<file path="src/rtl/ps2_kbd_rx.sv">
// ---------------------------------------------------------------------------
// ps2_kbd_rx
//   PS/2 keyboard receiver. Synchronises and deglitches the PS/2 clock and data
//   lines in the clk_sys domain. It deframes 11-bit device->host frames (start,
//   8 data bits LSB-first, odd parity, stop). It reports each good byte and
//   decodes scan-code prefixes into key events. The host side only listens and
//   never drives the PS/2 lines.
//
// Ports
//   clk_sys       system clock, all logic on its rising edge
//   reset         synchronous, active-high
//   ps2_clk       PS/2 clock (asynchronous, idles high)
//   ps2_data      PS/2 data (asynchronous, idles high)
//   byte_strobe   1-cycle pulse, byte_data holds a freshly received byte
//   byte_data     last good byte, held until the next byte_strobe
//   key_strobe    1-cycle pulse, key_code/key_pressed/key_extended valid
//   key_code      scan code of the key event, prefixes stripped
//   key_pressed   1 = make, 0 = break (F0 prefix seen)
//   key_extended  1 = E0 prefix seen
//   err_parity    1-cycle pulse, frame dropped because of a parity error
//   err_frame     1-cycle pulse, frame dropped because of a bad start/stop bit
//                 or a timeout
// ---------------------------------------------------------------------------
module ps2_kbd_rx #(
  parameter int FILT_LEN = 4,
  parameter int TIMEOUT  = 2048
) (
  input  logic       clk_sys,
  input  logic       reset,
  input  logic       ps2_clk,
  input  logic       ps2_data,
  output logic       byte_strobe,
  output logic [7:0] byte_data,
  output logic       key_strobe,
  output logic [7:0] key_code,
  output logic       key_pressed,
  output logic       key_extended,
  output logic       err_parity,
  output logic       err_frame
);

  localparam int TO_W = $clog2(TIMEOUT + 1);

  localparam logic [1:0] ST_IDLE   = 2'd0;
  localparam logic [1:0] ST_DATA   = 2'd1;
  localparam logic [1:0] ST_PARITY = 2'd2;
  localparam logic [1:0] ST_STOP   = 2'd3;

  // Bytes that are neither prefixes nor key codes. They are protocol responses
  // from the keyboard, such as BAT ok, ack, resend, echo, pause lead-in and
  // overrun.
  function automatic logic is_non_key(input logic [7:0] b);
    case (b)
      8'hAA, 8'hFA, 8'hFE, 8'hEE, 8'hE1, 8'h00, 8'hFF: is_non_key = 1'b1;
      default:                                        is_non_key = 1'b0;
    endcase
  endfunction

  logic [1:0]      clk_sync, data_sync;
  logic            clk_filt, data_filt;
  logic [3:0]      clk_fcnt, data_fcnt;
  logic            clk_filt_d;
  logic            fall, fall_data;
  logic [1:0]      state;
  logic [2:0]      bit_cnt;
  logic [7:0]      shreg;
  logic            acc, par_bit;
  logic            ext_flag, rel_flag;
  logic [TO_W-1:0] to_cnt;

  // Stage: two-flop synchronisers. Bit 1 is the safe, synchronised sample.
  always_ff @(posedge clk_sys) begin
    if (reset) begin
      clk_sync  <= 2'b11;
      data_sync <= 2'b11;
    end else begin
      clk_sync  <= {clk_sync[0], ps2_clk};
      data_sync <= {data_sync[0], ps2_data};
    end
  end

  // Stage: level filters. The counter tracks how many consecutive samples have
  // disagreed with the filtered level. The level flips on the FILT_LEN-th one.
  always_ff @(posedge clk_sys) begin
    if (reset) begin
      clk_filt  <= 1'b1;
      data_filt <= 1'b1;
      clk_fcnt  <= 4'd0;
      data_fcnt <= 4'd0;
    end else begin
      if (clk_sync[1] == clk_filt) begin
        clk_fcnt <= 4'd0;
      end else if (clk_fcnt == 4'(FILT_LEN - 1)) begin
        clk_filt <= clk_sync[1];
        clk_fcnt <= 4'd0;
      end else begin
        clk_fcnt <= clk_fcnt + 4'd1;
      end
      if (data_sync[1] == data_filt) begin
        data_fcnt <= 4'd0;
      end else if (data_fcnt == 4'(FILT_LEN - 1)) begin
        data_filt <= data_sync[1];
        data_fcnt <= 4'd0;
      end else begin
        data_fcnt <= data_fcnt + 4'd1;
      end
    end
  end

  // Stage: falling-edge detect. fall is high for exactly one cycle, the cycle
  // after the filtered clock drops. fall_data is the data bit sampled there.
  always_ff @(posedge clk_sys) begin
    if (reset) begin
      clk_filt_d <= 1'b1;
      fall       <= 1'b0;
      fall_data  <= 1'b1;
    end else begin
      clk_filt_d <= clk_filt;
      fall       <= clk_filt_d & ~clk_filt;
      fall_data  <= data_filt;
    end
  end

  // Stage: frame FSM, prefix decode and registered outputs.
  always_ff @(posedge clk_sys) begin
    if (reset) begin
      state        <= ST_IDLE;
      bit_cnt      <= 3'd0;
      shreg        <= 8'h00;
      acc          <= 1'b0;
      par_bit      <= 1'b0;
      ext_flag     <= 1'b0;
      rel_flag     <= 1'b0;
      to_cnt       <= '0;
      byte_strobe  <= 1'b0;
      byte_data    <= 8'h00;
      key_strobe   <= 1'b0;
      key_code     <= 8'h00;
      key_pressed  <= 1'b0;
      key_extended <= 1'b0;
      err_parity   <= 1'b0;
      err_frame    <= 1'b0;
    end else begin
      byte_strobe <= 1'b0;
      key_strobe  <= 1'b0;
      err_parity  <= 1'b0;
      err_frame   <= 1'b0;

      // Saturating count of cycles since the last falling edge inside a frame.
      if (state == ST_IDLE || fall) begin
        to_cnt <= '0;
      end else if (to_cnt != TO_W'(TIMEOUT)) begin
        to_cnt <= to_cnt + TO_W'(1);
      end

      if (fall) begin
        case (state)
          ST_IDLE: begin
            if (!fall_data) begin
              state   <= ST_DATA;
              bit_cnt <= 3'd0;
              acc     <= 1'b0;
            end else begin
              err_frame <= 1'b1;
            end
          end
          ST_DATA: begin
            shreg   <= {fall_data, shreg[7:1]};
            acc     <= acc ^ fall_data;
            bit_cnt <= bit_cnt + 3'd1;
            if (bit_cnt == 3'd7) state <= ST_PARITY;
          end
          ST_PARITY: begin
            par_bit <= fall_data;
            state   <= ST_STOP;
          end
          default: begin
            state <= ST_IDLE;
            if (!fall_data) begin
              err_frame <= 1'b1;
              ext_flag  <= 1'b0;
              rel_flag  <= 1'b0;
            end else if ((acc ^ par_bit) != 1'b1) begin
              err_parity <= 1'b1;
              ext_flag   <= 1'b0;
              rel_flag   <= 1'b0;
            end else begin
              byte_strobe <= 1'b1;
              byte_data   <= shreg;
              if (shreg == 8'hE0) begin
                ext_flag <= 1'b1;
              end else if (shreg == 8'hF0) begin
                rel_flag <= 1'b1;
              end else begin
                ext_flag <= 1'b0;
                rel_flag <= 1'b0;
                if (!is_non_key(shreg)) begin
                  key_strobe   <= 1'b1;
                  key_code     <= shreg;
                  key_pressed  <= ~rel_flag;
                  key_extended <= ext_flag;
                end
              end
            end
          end
        endcase
      end else if (state != ST_IDLE && to_cnt == TO_W'(TIMEOUT)) begin
        // An abandoned frame is dropped, but a pending prefix stays armed.
        state     <= ST_IDLE;
        err_frame <= 1'b1;
      end
    end
  end

endmodule

</file>
<file path="config.mk">
export PLATFORM = sky130hd
export DESIGN_NAME = ps2_kbd_rx
export DESIGN_NICKNAME = d
export VERILOG_FILES = /design/src/rtl/ps2_kbd_rx.sv
export SDC_FILE = /design/constraint.sdc
export NUM_CORES = 1
export LEC_CHECK = 0
export BUFFER_PORTS_ARGS = -buffer_cell sky130_fd_sc_hd__buf_2
export CAP_MARGIN = 0
export CORE_MARGIN = 1
export CORE_UTILIZATION = 53
export CTS_CLUSTER_DIAMETER = 40
export DETAILED_ROUTE_END_ITERATION = 8
export PLACE_DENSITY = 0.71
export SLEW_MARGIN = 20
export SYNTH_ARGS = -nofsm -noshare
export SYNTH_HDL_FRONTEND = slang
export SYNTH_SLANG_ARGS = --single-unit
</file>
<file path="constraint.sdc">
create_clock -name clk_sys -period 1.9 [get_ports clk_sys]
set_input_delay 0.475 -clock clk_sys [delete_from_list [all_inputs] [get_ports clk_sys]]
set_output_delay 0.475 -clock clk_sys [all_outputs]
set_load 0.01 [all_outputs]
</file>
==> results of run 1 <==
-- through the flow --
stage	total power [uW]	area (sq um)	util	hold slack (ns)
6_report	2635	3393	0.6519	0.3150
5_1_grt	2733	3393	0.6519	0.3015
4_1_cts	2656	3378	0.6490	0.3032
3_5_place_dp	1502	3188	0.6125	0.3949
3_3_place_gp	1501	3188	0.6125	0.3914
2_1_floorplan	1492	2915	-	0.3895
-- cells in the mapped netlist (all sizes together), types with 2 or more instances --
cell,number
a211o,2
a21oi,14
a31oi,2
and3,3
buf,6
clkbuf,10
dfxtp,68
ha,11
inv,8
mux2,2
mux2i,19
nand2,23
nand2b,18
nand3,18
nand4,6
nor2,43
nor2b,7
nor3,3
nor3b,4
nor4,3
nor4b,2
o21a,2
o21ai,3
or2,6
or3,4
or4,3
xnor2,6
xor2,12
-- state kept, by name (all words and copies together), names as in the netlist, 2 cells and up --
signal and cells:
bit_cnt 3, byte_data 8, clk_fcnt 4, clk_sync 2, data_fcnt 4, data_sync 2
key_code 8, shreg 8, state 2, to_cnt 12
-- logic make-up after synthesis --
| logic type | Yosys count |
|---|---|
| fa+ha+maj | 11 |
| buf+inv | 24 |
| mux | 21 |
| flops | 68 |
| xor+xnor | 18 |
| simple gates | 148 |
| compound gates | 27 |
-- worst paths after layout --
check	to
worst max-delay path	key_extended
worst min register to register	fall
worst max register to register	key_extended
worst min-delay path	data_sync[0]
-- cells in the final DEF (no fill, tap or decap), types with 11 or more instances in the layout --
| cell | netlist | final |
|---|---|---|
| dfxtp_1 | 68 | 67 |
| buf_2 | 2 | 26 |
| ha_1 | 11 | 11 |
| xor2_1 | 12 | 12 |
| nand2b_1 | 18 | 18 |
| nand3_1 | 18 | 18 |
| clkbuf_8 | 0 | 11 |
| mux2i_1 | 19 | 19 |
| nand2_1 | 23 | 23 |
| a21oi_1 | 14 | 14 |
| nor2_1 | 43 | 43 |
| buf_4 | 3 | 18 |
-- repair_timing --
| item | 4_1_cts | 5_1_grt |
|---|---|---|
| endpoints found under the setup margin | 0 | 9 |
| buffers inserted | 0 | 0 |
| gates resized for setup | 0 | 3 |
-- routing by layer --
metal / vias up / GRT usage / wire [um]
met4: 0 / 0.1038 / 103
met3: 11 / 0.05509 / 170
li1: 1140 / - / -
met1: 995 / 0.2525 / 2603
met5: - / 0 / 0
met2: 34 / 0.3145 / 2412
-- layout make-up --
class / count / area share
flip-flops and latches: 68 / 0.4016
inverters: 8 / 0.008850
repair buffers: 44 / 0.07817
clock buffers: 12 / 0.04572
well taps: 70 / 0.02581
clock inverters: 2 / 0.01032
multi-input cells: 225 / 0.4296
-- power by group through the flow --
stage	sequential [uW]	combinational [uW]	clock [uW]
after detailed placement	1470	36.8	0
after global placement	1460	36.6	0
after floorplan	1460	27.9	0
final	1430	36.4	1170
after CTS	1430	36.9	1190
after global routing	1430	40.4	1260
==> key figures, run 1 <==
Critical path
  – Req. time, crit path: 2.16 ns
  – CP max stage cell: dfxtp_1
  – Critical path buffer and inverter count: 1
  – CP max FO: 6
  – Levels on crit path: 6
  – Worst path cell trace: or3_4 -> a211oi_1 -> a31o_2 -> nor4_4 -> buf_4 -> mux2i_1
  – Worst R2R Setup Slack: 0.11 ns
  – Critical Path Source: shreg[2]
  – Slowest Stage Delay on Critical Path: 0.44 ns
  – Arrival time at the worst endpoint: 2.05 ns
  – CP Launch Type: register
  – Crit-path leading delay family: simple AND/OR/NAND/NOR gates
  – Critical path class: reg2reg
  – Reg2Reg Depth: 6
  – Worst R2R Start: shreg[2]
  – Crit path capture type: register

Floorplan
  – I/O pins: 26
  – Starting Density: 0.5601
  – Core area: 5205 sq um
  – Die area: 5801 sq um
  – Die Ht: 76.17 um
  – Row count: 26
  – DIE WIDTH: 76.17 um

Synth
  – Dominant cell type by area after synthesis: dfxtp_1
  – Synth Area in XOR/XNOR: 0.05408
  – Post-synthesis register bit count: 68
  – Seq/Total Area, Yosys: 0.4670
  – Mux cell area share after synthesis: 0.07425
  – Async SR Flop Fraction: 0
  – Mapped Area: 2915 sq um
  – Adder-cell share of the synthesized area: 0.04721
  – Syn avg cell area: 9.197 sq um
  – Synth cell types: 43
  – Post-synthesis simple-gate area fraction: 0.2631
  – Cells after synthesis: 317
  – Post-synth EDFFs: 0
  – Yosys warnings: 0
  – Synth Flop Type: dfxtp_1
  – Main combinational cell family by area after synthesis: simple AND/OR/NAND/NOR gates
  – Syn_nets: 332
  – Top post-synthesis cells by area: dfxtp_1, mux2i_1, nor2_1
  – Top cell type's share of synthesized area: 0.4670
  – Compound-Gate Fraction of Synth Area: 0.05622

Route
  – Wire per inst: 12.33 um
  – DRT iter0 DRCs: 106
  – Antenna-violating nets left: 0
  – DR vias: 2180
  – DRC: 0
  – Via density: 5.082
  – DRT Wirelength: 5289 um
  – Router iterations before antenna repair: 4

Power
  – Leak pwr: 0.001380 uW
  – Sequential power share: 0.544
  – Internal power: 2108 uW
  – Max VDD drop: 0.4807 mV
  – Sw Share: 0.1999
  – Clk pwr share: 0.442
  – Comb pwr share: 0.014
  – Pwr Density: 776.4 nW/um^2
  – Switch Pwr: 526.7 uW

Placement
  – GP Congestion: 0.8204
  – Placed cell count: 414
  – Setup WS pre-CTS: 0.06693 ns
  – PortBufs: 25
  – HPWL Detailed: 3639 um

Min path
  – Worst min path class: in2reg
  – Worst Hold Depth: 2
  – Hold Path Origin: ps2_data

Timing
  – Final setup viols: 0
  – Skew final: 0.006855 ns
  – Worst slew pin tran: 0.4226 ns
  – Sum of negative setup slack: 0 ns
  – Max_slew headroom: 0.7161
  – Crit path time final: 1.792 ns
  – Setup ws final: 0.1076 ns
  – Final hold vios: 0
  – Final Cycle Share: 0.9434
  – Max Freq: 557.9 MHz
  – Max-slew violation count: 0

Final layout
  – Area of the multi-input gates: 1458 sq um
  – Layout cell share with drive strength beyond 1: 0.1950
  – Post-route insts no fill: 429
  – Fill cell count: 444
  – Register area: 1363 sq um
  – Area grow syn2layout: 16.39%
  – Final net count: 371
  – Antenna cells: 0

Clocking
  – Clock Latency Late Sink: 0.34 ns
  – CTS Hold Bufs: 0
  – Htree depth: 3
  – Max Root-Sink Buffers: 2
  – Num CTS Buffers: 9
  – CTS clk-pin slew, worst paths: 0.07 ns
  – Clock Sinks: 68
  – Clk root buf: clkbuf_8
  – CTS tree: yes

GRT
  – Total gr overflow: 0
  – GRT Util Overall: 0.2005
  – Largest net degree at the start of global routing: 28
  – Vias in the first global route: 2002
  – Initial antenna violation count: 0
  – First-pass GRT wire length: 9087 um

Status
  – Status: finished clean

Run
  – Max-cap violation count: 0
Power figures use the tool's default switching activity.
==> run 2: changes to the inputs <==
--- a/config.mk
+++ b/config.mk
@@ -5,13 +5,14 @@
 export SDC_FILE = /design/constraint.sdc
 export NUM_CORES = 1
 export LEC_CHECK = 0
+export ABC_AREA = 1
 export BUFFER_PORTS_ARGS = -buffer_cell sky130_fd_sc_hd__buf_2
 export CAP_MARGIN = 0
 export CORE_MARGIN = 1
 export CORE_UTILIZATION = 53
 export CTS_CLUSTER_DIAMETER = 40
 export DETAILED_ROUTE_END_ITERATION = 8
-export PLACE_DENSITY = 0.71
+export PLACE_DENSITY = 0.75
 export SLEW_MARGIN = 20
 export SYNTH_ARGS = -nofsm -noshare
 export SYNTH_HDL_FRONTEND = slang
==> constraint.sdc (replaced) <==
create_clock -name clk_sys -period 1.58 [get_ports clk_sys]
set_input_delay 0.395 -clock clk_sys [delete_from_list [all_inputs] [get_ports clk_sys]]
set_output_delay 0.395 -clock clk_sys [all_outputs]
set_load 0.01 [all_outputs]
==> run 2 against run 1 <==
  * Combinational power increased by 30%
  * Worst setup slack worse by 0.0016 ns
  * Critical endpoint is now state[0]
  * Largest cell class unchanged
  * Register-to-register slack about the same
  * Area after synthesis grew 2.9%
  * Critical path type unchanged
  * Global-route usage is 0.81 points higher
  * Largest power group unchanged
==> key figures, run 2 <==
Timing
  – Final hold vios: 0 (unchanged)
  – Crit path time final: 1.474 ns (was 1.792 ns)
  – Worst slew pin tran: 0.2897 ns (was 0.4226 ns)
  – Skew final: 0.01145 ns (was 0.006855 ns)
  – Max_slew headroom: 0.8051 (was 0.7161)
  – Max Freq: 678.4 MHz (was 557.9 MHz)
  – Max-slew violation count: 0 (unchanged)
  – Final Cycle Share: 0.9329 (was 0.9434)
  – Setup ws final: 0.1060 ns (was 0.1076 ns)
  – Unrepaired setup endpoints after global routing: true
  – Final setup viols: 0 (unchanged)

Power
  – Comb pwr share: 0.015 (was 0.014)
  – Clk pwr share: 0.451 (was 0.442)
  – Sequential power share: 0.535 (was 0.544)
  – Internal power: 2511 uW (was 2108 uW)
  – Max VDD drop: 0.7791 mV (was 0.4807 mV)
  – Pwr Total: 3220 uW (was 2635 uW)
  – Leak pwr: 0.001465 uW (was 0.001380 uW)
  – Pwr Density: 930.1 nW/um^2 (was 776.4 nW/um^2)
  – Switch Pwr: 709.0 uW (was 526.7 uW)
  – Sw Share: 0.2202 (was 0.1999)

Route
  – DRT iter0 DRCs: 77 (was 106)
  – Via density: 5.134 (was 5.082)
  – DR vias: 2598 (was 2180)
  – DRC: 0 (unchanged)
  – Antenna-violating nets left: 0 (unchanged)
  – Wire per inst: 11.17 um (was 12.33 um)
  – Router iterations before antenna repair: 4 (unchanged)
  – DRT Wirelength: 5651 um (was 5289 um)

Clocking
  – CTS tree: yes (unchanged)
  – Clock Latency Late Sink: 0.35 ns (was 0.34 ns)
  – Htree depth: 3 (unchanged)
  – Clk root buf: clkbuf_8 (unchanged)
  – Clock Sinks: 68 (unchanged)
  – Num CTS Buffers: 9 (unchanged)
  – Max Root-Sink Buffers: 2 (unchanged)
  – CTS clk-pin slew, worst paths: 0.07 ns (about the same)
  – CTS Hold Bufs: 0 (unchanged)

GRT
  – Total gr overflow: 0 (unchanged)
  – Vias in the first global route: 2333 (was 2002)
  – GRT Util Overall: 0.2086 (was 0.2005)
  – First-pass GRT wire length: 9901 um (was 9087 um)
  – Initial antenna violation count: 0 (unchanged)
  – Largest net degree at the start of global routing: 22 (was 28)

Synth
  – Compound-Gate Fraction of Synth Area: 0.1384 (was 0.05622)
  – Mux cell area share after synthesis: 0 (was 0.07425)
  – Async SR Flop Fraction: 0 (unchanged)
  – Cell with the most instances after synthesis: nand2_1 (was dfxtp_1)
  – Dominant cell type by area after synthesis: dfxtp_1 (unchanged)
  – Post-synth EDFFs: 0 (unchanged)
  – Main combinational cell family by area after synthesis: simple AND/OR/NAND/NOR gates (unchanged)
  – Top cell type's share of synthesized area: 0.4537 (was 0.4670)
  – Synth top cells by count: nand2_1, dfxtp_1, nor2_1 (was dfxtp_1, nor2_1, nand2_1)
  – Syn avg cell area: 7.596 sq um (was 9.197 sq um)
  – Top post-synthesis cells by area: dfxtp_1, nand2_1, a21oi_1 (was dfxtp_1, mux2i_1, nor2_1)
  – Mapped Area: 3000 sq um (was 2915 sq um)
  – Yosys warnings: 0 (unchanged)
  – Synth Flop Type: dfxtp_1 (unchanged)
  – Seq/Total Area, Yosys: 0.4537 (was 0.4670)
  – Post-synthesis simple-gate area fraction: 0.2611 (was 0.2631)
  – Synth cell types: 34 (was 43)
  – Synth Area in XOR/XNOR: 0.01751 (was 0.05408)
  – Adder-cell share of the synthesized area: 0.04587 (was 0.04721)
  – Post-synthesis register bit count: 68 (unchanged)
  – Cells after synthesis: 395 (was 317)
  – Syn_nets: 410 (was 332)

Floorplan
  – Die area: 5966 sq um (was 5801 sq um)
  – Die Ht: 77.24 um (was 76.17 um)
  – Core area: 5473 sq um (was 5205 sq um)
  – I/O pins: 26 (unchanged)
  – DIE WIDTH: 77.24 um (was 76.17 um)
  – Row count: 27 (was 26)
  – Starting Density: 0.5482 (was 0.5601)

Status
  – Status: finished clean (unchanged)

Final layout
  – Register area: 1364 sq um (was 1363 sq um)
  – Fill cell count: 525 (was 444)
  – Most common cell after layout, fill and taps aside: nand2_1 (was dfxtp_1)
  – Antenna cells: 0 (unchanged)
  – Most frequent cells in the layout: nand2_1, dfxtp_1, nor2_1 (was dfxtp_1, nor2_1, buf_2)
  – Final net count: 444 (was 371)
  – Max reg flops: 12 (unchanged)
  – Area grow syn2layout: 15.39% (was 16.39%)
  – Layout cell share with drive strength beyond 1: 0.2143 (was 0.1950)
  – Area of the multi-input gates: 1419 sq um (was 1458 sq um)
  – Top reg by flops: to_cnt (unchanged)

Placement
  – Setup WS pre-CTS: 0.07191 ns (was 0.06693 ns)
  – GP Congestion: 0.8684 (was 0.8204)
  – HPWL Detailed: 3970 um (was 3639 um)
  – PortBufs: 25 (unchanged)

Critical path
  – Critical path class: reg2reg (unchanged)
  – Arrival time at the worst endpoint: 1.71 ns (was 2.05 ns)
  – Req. time, crit path: 1.82 ns (was 2.16 ns)
  – CP Launch Type: register (unchanged)
  – Crit path capture type: register (unchanged)
  – CP max FO: 3 (was 6)

Min path
  – Worst min path class: in2reg (unchanged)

Run
  – Max-cap violation count: 0 (unchanged)
==> run 2: cell count changes after synthesis, moves of 7 or more <==
cell | previous run | this run
a21oi_1 | 14 | 42
xor2_1 | 12 | 5
nor2b_1 | 7 | 0
mux2i_1 | 19 | 0
nand2b_1 | 18 | 0
nor2_1 | 43 | 52
inv_2 | 0 | 10
o21ai_0 | 2 | 23
clkbuf_1 | 10 | 1
inv_1 | 8 | 35
nand2_1 | 23 | 71
==> run 2: layout make-up <==
cell class,instances,share of cell area
Inverter,45,0.04879
Clock buffer,11,0.04084
Multi-Input combinational cell,271,0.4098
Sequential cell,68,0.3939
Tap cell,72,0.02602
Clock inverter,5,0.01771
Timing Repair Buffer,34,0.06288
==> run 2: worst max-delay path, stage by stage (launching register included) <==
cell	delay, ns
dfxtp_1	0.33
inv_1	0.10
ha_1	0.18
nand3_1	0.11
nor2_2	0.17
nand3_1	0.08
nand2_1	0.10
nand2_1	0.07
o21ai_0	0.16
inv_1	0.05
==> run 2: final timing paths <==
| check | from | slack, ns | endpoint | cells past startpoint |
|---|---|---|---|---|
| setup reg to reg | to_cnt[0] | 0.11 | state[0] | 9 |
| setup / recovery | to_cnt[0] | 0.11 | state[0] | 9 |
| hold / removal | ps2_data | 0.24 | data_sync[0] | 2 |
| hold reg to reg | data_sync[0] | 0.41 | data_sync[1] | 1 |
==> run 2: kinds of logic after synthesis <==
logic type               Yosys count
flip-flops                        68
buffers and inverters             56
AND/OR/NAND/NOR                  178
adder cells (fa/ha/maj)           11
AO/OA/AOI/OAI                     76
XOR/XNOR                           6
==> run 2: routing by layer <==
layer | vias to the layer above | wire (um) | global-route usage
li1 | 1344 | - | -
met4 | 0 | 161 | 0.1245
met3 | 17 | 202 | 0.04048
met1 | 1176 | 2576 | 0.2435
met5 | - | 0 | 0
met2 | 61 | 2710 | 0.3513
==> run 2: stage by stage <==
| step | instance area [sq um] | std cells | hold slack (ns) | setup TNS, ns | util |
|---|---|---|---|---|---|
| 2_1_floorplan | 3000 | 395 | 0.3895 | 0 | - |
| 3_3_place_gp | 3219 | 489 | 0.4061 | 0 | 0.5882 |
| 3_5_place_dp | 3219 | 489 | 0.4040 | 0 | 0.5882 |
| 4_1_cts | 3422 | 505 | 0.2303 | 0 | 0.6253 |
| 5_1_grt | 3462 | 506 | 0.2317 | -0.04044 | 0.6326 |
| 6_report | 3462 | 506 | 0.2407 | 0 | 0.6326 |
==> run 2: power by group through the flow <==
stage               combinational [uW]  clock, uW  sequential [uW]
floorplan                         35.0          0             1760
global placement                  46.3          0             1760
detailed placement                46.6          0             1760
CTS                               47.0       1480             1720
global route                      54.2       1550             1720
finish                            47.3       1450             1720
==> run 2: timing repair <==
item | CTS | global route
setup endpoints to repair | 0 | 20
gates resized for setup | 0 | 12
buffers inserted | 0 | 1
==> run 3: changes to the inputs <==
--- a/config.mk
+++ b/config.mk
@@ -12,6 +12,7 @@
 export CORE_UTILIZATION = 53
 export CTS_CLUSTER_DIAMETER = 40
 export DETAILED_ROUTE_END_ITERATION = 8
+export GPL_TIMING_DRIVEN = 0
 export PLACE_DENSITY = 0.75
 export SLEW_MARGIN = 20
 export SYNTH_ARGS = -nofsm -noshare
==> run 3 against run 2 <==
  * Clock skew decreased by 0.0010 ns
  * Sequential share of layout area increased by 0.46 points
  * Via count decreased by 1.4%
  * Global-route usage decreased by 0.31 points
  * Utilization decreased by 0.73 points
  * Total power decreased by 2.9%
  * Sequential power about the same
  * Critical path depth decreased by 3
  * Critical endpoint is now key_strobe
  * Highest routed layer unchanged
==> key figures, run 3 (same netlist as run 2, synthesis figures left out) <==
Status
  – Status: finished clean (unchanged)

Timing
  – Crit path time final: 1.453 ns (was 1.474 ns)
  – Setup ws final: 0.1267 ns (was 0.1060 ns)
  – Worst slew pin tran: 0.3618 ns (was 0.2897 ns)
  – Final setup viols: 0 (unchanged)
  – Final Cycle Share: 0.9198 (was 0.9329)
  – Skew final: 0.01041 ns (was 0.01145 ns)
  – Max-slew violation count: 0 (unchanged)
  – Max_slew headroom: 0.7588 (was 0.8051)
  – Sum of negative setup slack: 0 ns (unchanged)
  – Unrepaired setup endpoints after global routing: false (was true)
  – Final hold vios: 0 (unchanged)
  – Max Freq: 688.1 MHz (was 678.4 MHz)

GRT
  – Met3 usage: 0.08333 (was 0.04048)
  – Initial antenna violation count: 0 (unchanged)
  – First-pass GRT wire length: 9639 um (was 9901 um)
  – GRT Max-Usage Layer: met2 (unchanged)
  – Met2 usage: 0.3442 (was 0.3513)
  – Largest net degree at the start of global routing: 11 (was 22)
  – Total gr overflow: 0 (unchanged)
  – M1 GR Usage: 0.2330 (was 0.2435)
  – Vias in the first global route: 2304 (was 2333)
  – GRT Util Overall: 0.2055 (was 0.2086)

Floorplan
  – Die area: 5966 sq um (unchanged)
  – Core area: 5473 sq um (unchanged)
  – DIE WIDTH: 77.24 um (unchanged)
  – Starting Density: 0.5482 (unchanged)
  – I/O pins: 26 (unchanged)
  – Row count: 27 (unchanged)
  – Die Ht: 77.24 um (unchanged)

Final layout
  – Final Instance Area: 3422 sq um (was 3462 sq um)
  – Antenna cells: 0 (unchanged)
  – Most common cell after layout, fill and taps aside: nand2_1 (unchanged)
  – Post-route insts no fill: 506 (unchanged)
  – Fill cell count: 515 (was 525)
  – Register area: 1364 sq um (unchanged)
  – Layout cell share with drive strength beyond 1: 0.2005 (was 0.2143)
  – Most frequent cells in the layout: nand2_1, dfxtp_1, nor2_1 (unchanged)
  – Max reg flops: 12 (unchanged)
  – Top reg by flops: to_cnt (unchanged)
  – Area of the multi-input gates: 1414 sq um (was 1419 sq um)
  – Final net count: 445 (was 444)
  – Area grow syn2layout: 14.05% (was 15.39%)

Clocking
  – Htree depth: 3 (unchanged)
  – Clock Sinks: 68 (unchanged)
  – Clk root buf: clkbuf_8 (unchanged)
  – Num CTS Buffers: 9 (unchanged)
  – CTS clk-pin slew, worst paths: 0.07 ns (about the same)
  – CTS tree: yes (unchanged)
  – Post-cts sizing count: 4 (was 0)
  – Clock Latency Late Sink: 0.34 ns (was 0.35 ns)
  – Post-CTS setup buffers: 0 (unchanged)
  – Max Root-Sink Buffers: 2 (unchanged)
  – CTS Hold Bufs: 0 (unchanged)

Critical path
  – CP max stage cell: dfxtp_2 (was dfxtp_1)
  – Crit path capture: key_strobe (was state[0])
  – Critical R2R Capture: key_strobe (was state[0])
  – Worst R2R Setup Slack: 0.13 ns (was 0.11 ns)
  – Crit path capture type: register (unchanged)
  – Req. time, crit path: 1.86 ns (was 1.82 ns)
  – Worst path cell trace: inv_1 -> ha_2 -> inv_1 -> nand2_1 -> nor4_1 -> and3_1 (was inv_1 -> ha_1 -> nand3_1 -> nor2_2 -> nand3_1 -> nand2_1 -> nand2_1 -> o21ai_0 -> inv_1)
  – Worst R2R Start: state[0] (was to_cnt[0])
  – Critical Path Source: state[0] (was to_cnt[0])
  – Arrival time at the worst endpoint: 1.74 ns (was 1.71 ns)
  – Critical path class: reg2reg (unchanged)
  – CP Launch Type: register (unchanged)
  – CP max FO: 4 (was 3)
  – Most used cell, CP: inv_1
  – Slowest Stage Delay on Critical Path: 0.36 ns (was 0.33 ns)
  – Reg2Reg Depth: 6 (was 9)

Run
  – Max-cap violation count: 0 (unchanged)

Placement
  – HPWL Detailed: 4181 um (was 3970 um)
  – GP Congestion: 0.8394 (was 0.8684)
  – Setup WS pre-CTS: -0.06885 ns (was 0.07191 ns)
  – PortBufs: 24 (was 25)
  – Post-DP Area: 3211 sq um (was 3219 sq um)
  – Placed cell count: 491 (was 489)

Route
  – DRC: 0 (unchanged)
  – Antenna-violating nets left: 0 (unchanged)
  – DRT iter0 DRCs: 79 (was 77)
  – DR vias: 2562 (was 2598)
  – DRT Wirelength: 5612 um (was 5651 um)
  – Router iterations before antenna repair: 4 (unchanged)
  – Wire per inst: 11.09 um (was 11.17 um)
  – Via density: 5.063 (was 5.134)

Power
  – Leak pwr: 0.001467 uW (was 0.001465 uW)
  – Max VDD drop: 0.8100 mV (was 0.7791 mV)
  – Pwr Density: 913.3 nW/um^2 (was 930.1 nW/um^2)
  – Pwr Total: 3125 uW (was 3220 uW)

Min path
  – Worst min path class: in2reg (unchanged)
## run 3: cell count changes in the layout (fill, tap and decap cells not counted), sizes merged
cell and change:
clkinvlp -3, clkbuf +3
## run 3: routing by layer
metal | part of all wire | wire [um] | up-vias
li1 | - | - | 1346
met1 | 0.45 | 2509 | 1161
met2 | 0.49 | 2773 | 49
met3 | 0.048 | 268 | 6
met4 | 0.011 | 61 | 0
met5 | 0 | 0 | -
## run 3: power breakdown
| group | switching (uW) | internal [uW] |
|---|---|---|
| logic | 31.5 | 16.9 |
| clock network | 591 | 763 |
| registers | 3.09 | 1720 |
## run 3: how the worst min path moves through the flow
stage / start / to / slack (ns) / cells past startpoint
floorplan: clk_sync[0] / clk_sync[1] / 0.39 / 1
global placement: clk_sync[0] / clk_sync[1] / 0.39 / 1
detailed placement: clk_filt_d / fall / 0.41 / 2
CTS: ps2_data / data_sync[0] / 0.23 / 2
global route: ps2_data / data_sync[0] / 0.23 / 2
finish: ps2_data / data_sync[0] / 0.25 / 2
## run 3: per-stage QoR
stage / util / hold WS [ns]
6_report: 0.6253 / 0.2458
5_1_grt: 0.6253 / 0.2269
4_1_cts: 0.6221 / 0.2267
3_5_place_dp: 0.5866 / 0.4064
3_3_place_gp: 0.5866 / 0.3940
2_1_floorplan: - / 0.3895
## run 3: critical path: cells and delay by family, from the launching register on
kind | cells | cell delay, ns
simple gates | 3 | 0.64
fa+ha+maj | 1 | 0.22
buf+inv | 2 | 0.18
flops | 1 | 0.36
## run 3: layout make-up
| class | instances | share of cell area |
|---|---|---|
| Clock buffer | 13 | 0.04351 |
| Inverter | 45 | 0.04936 |
| Tap cell | 72 | 0.02633 |
| Multi-Input combinational cell | 271 | 0.4132 |
| Sequential cell | 68 | 0.3985 |
| Timing Repair Buffer | 24 | 0.03510 |
| Clock inverter | 2 | 0.01024 |
| Buffer | 11 | 0.02377 |
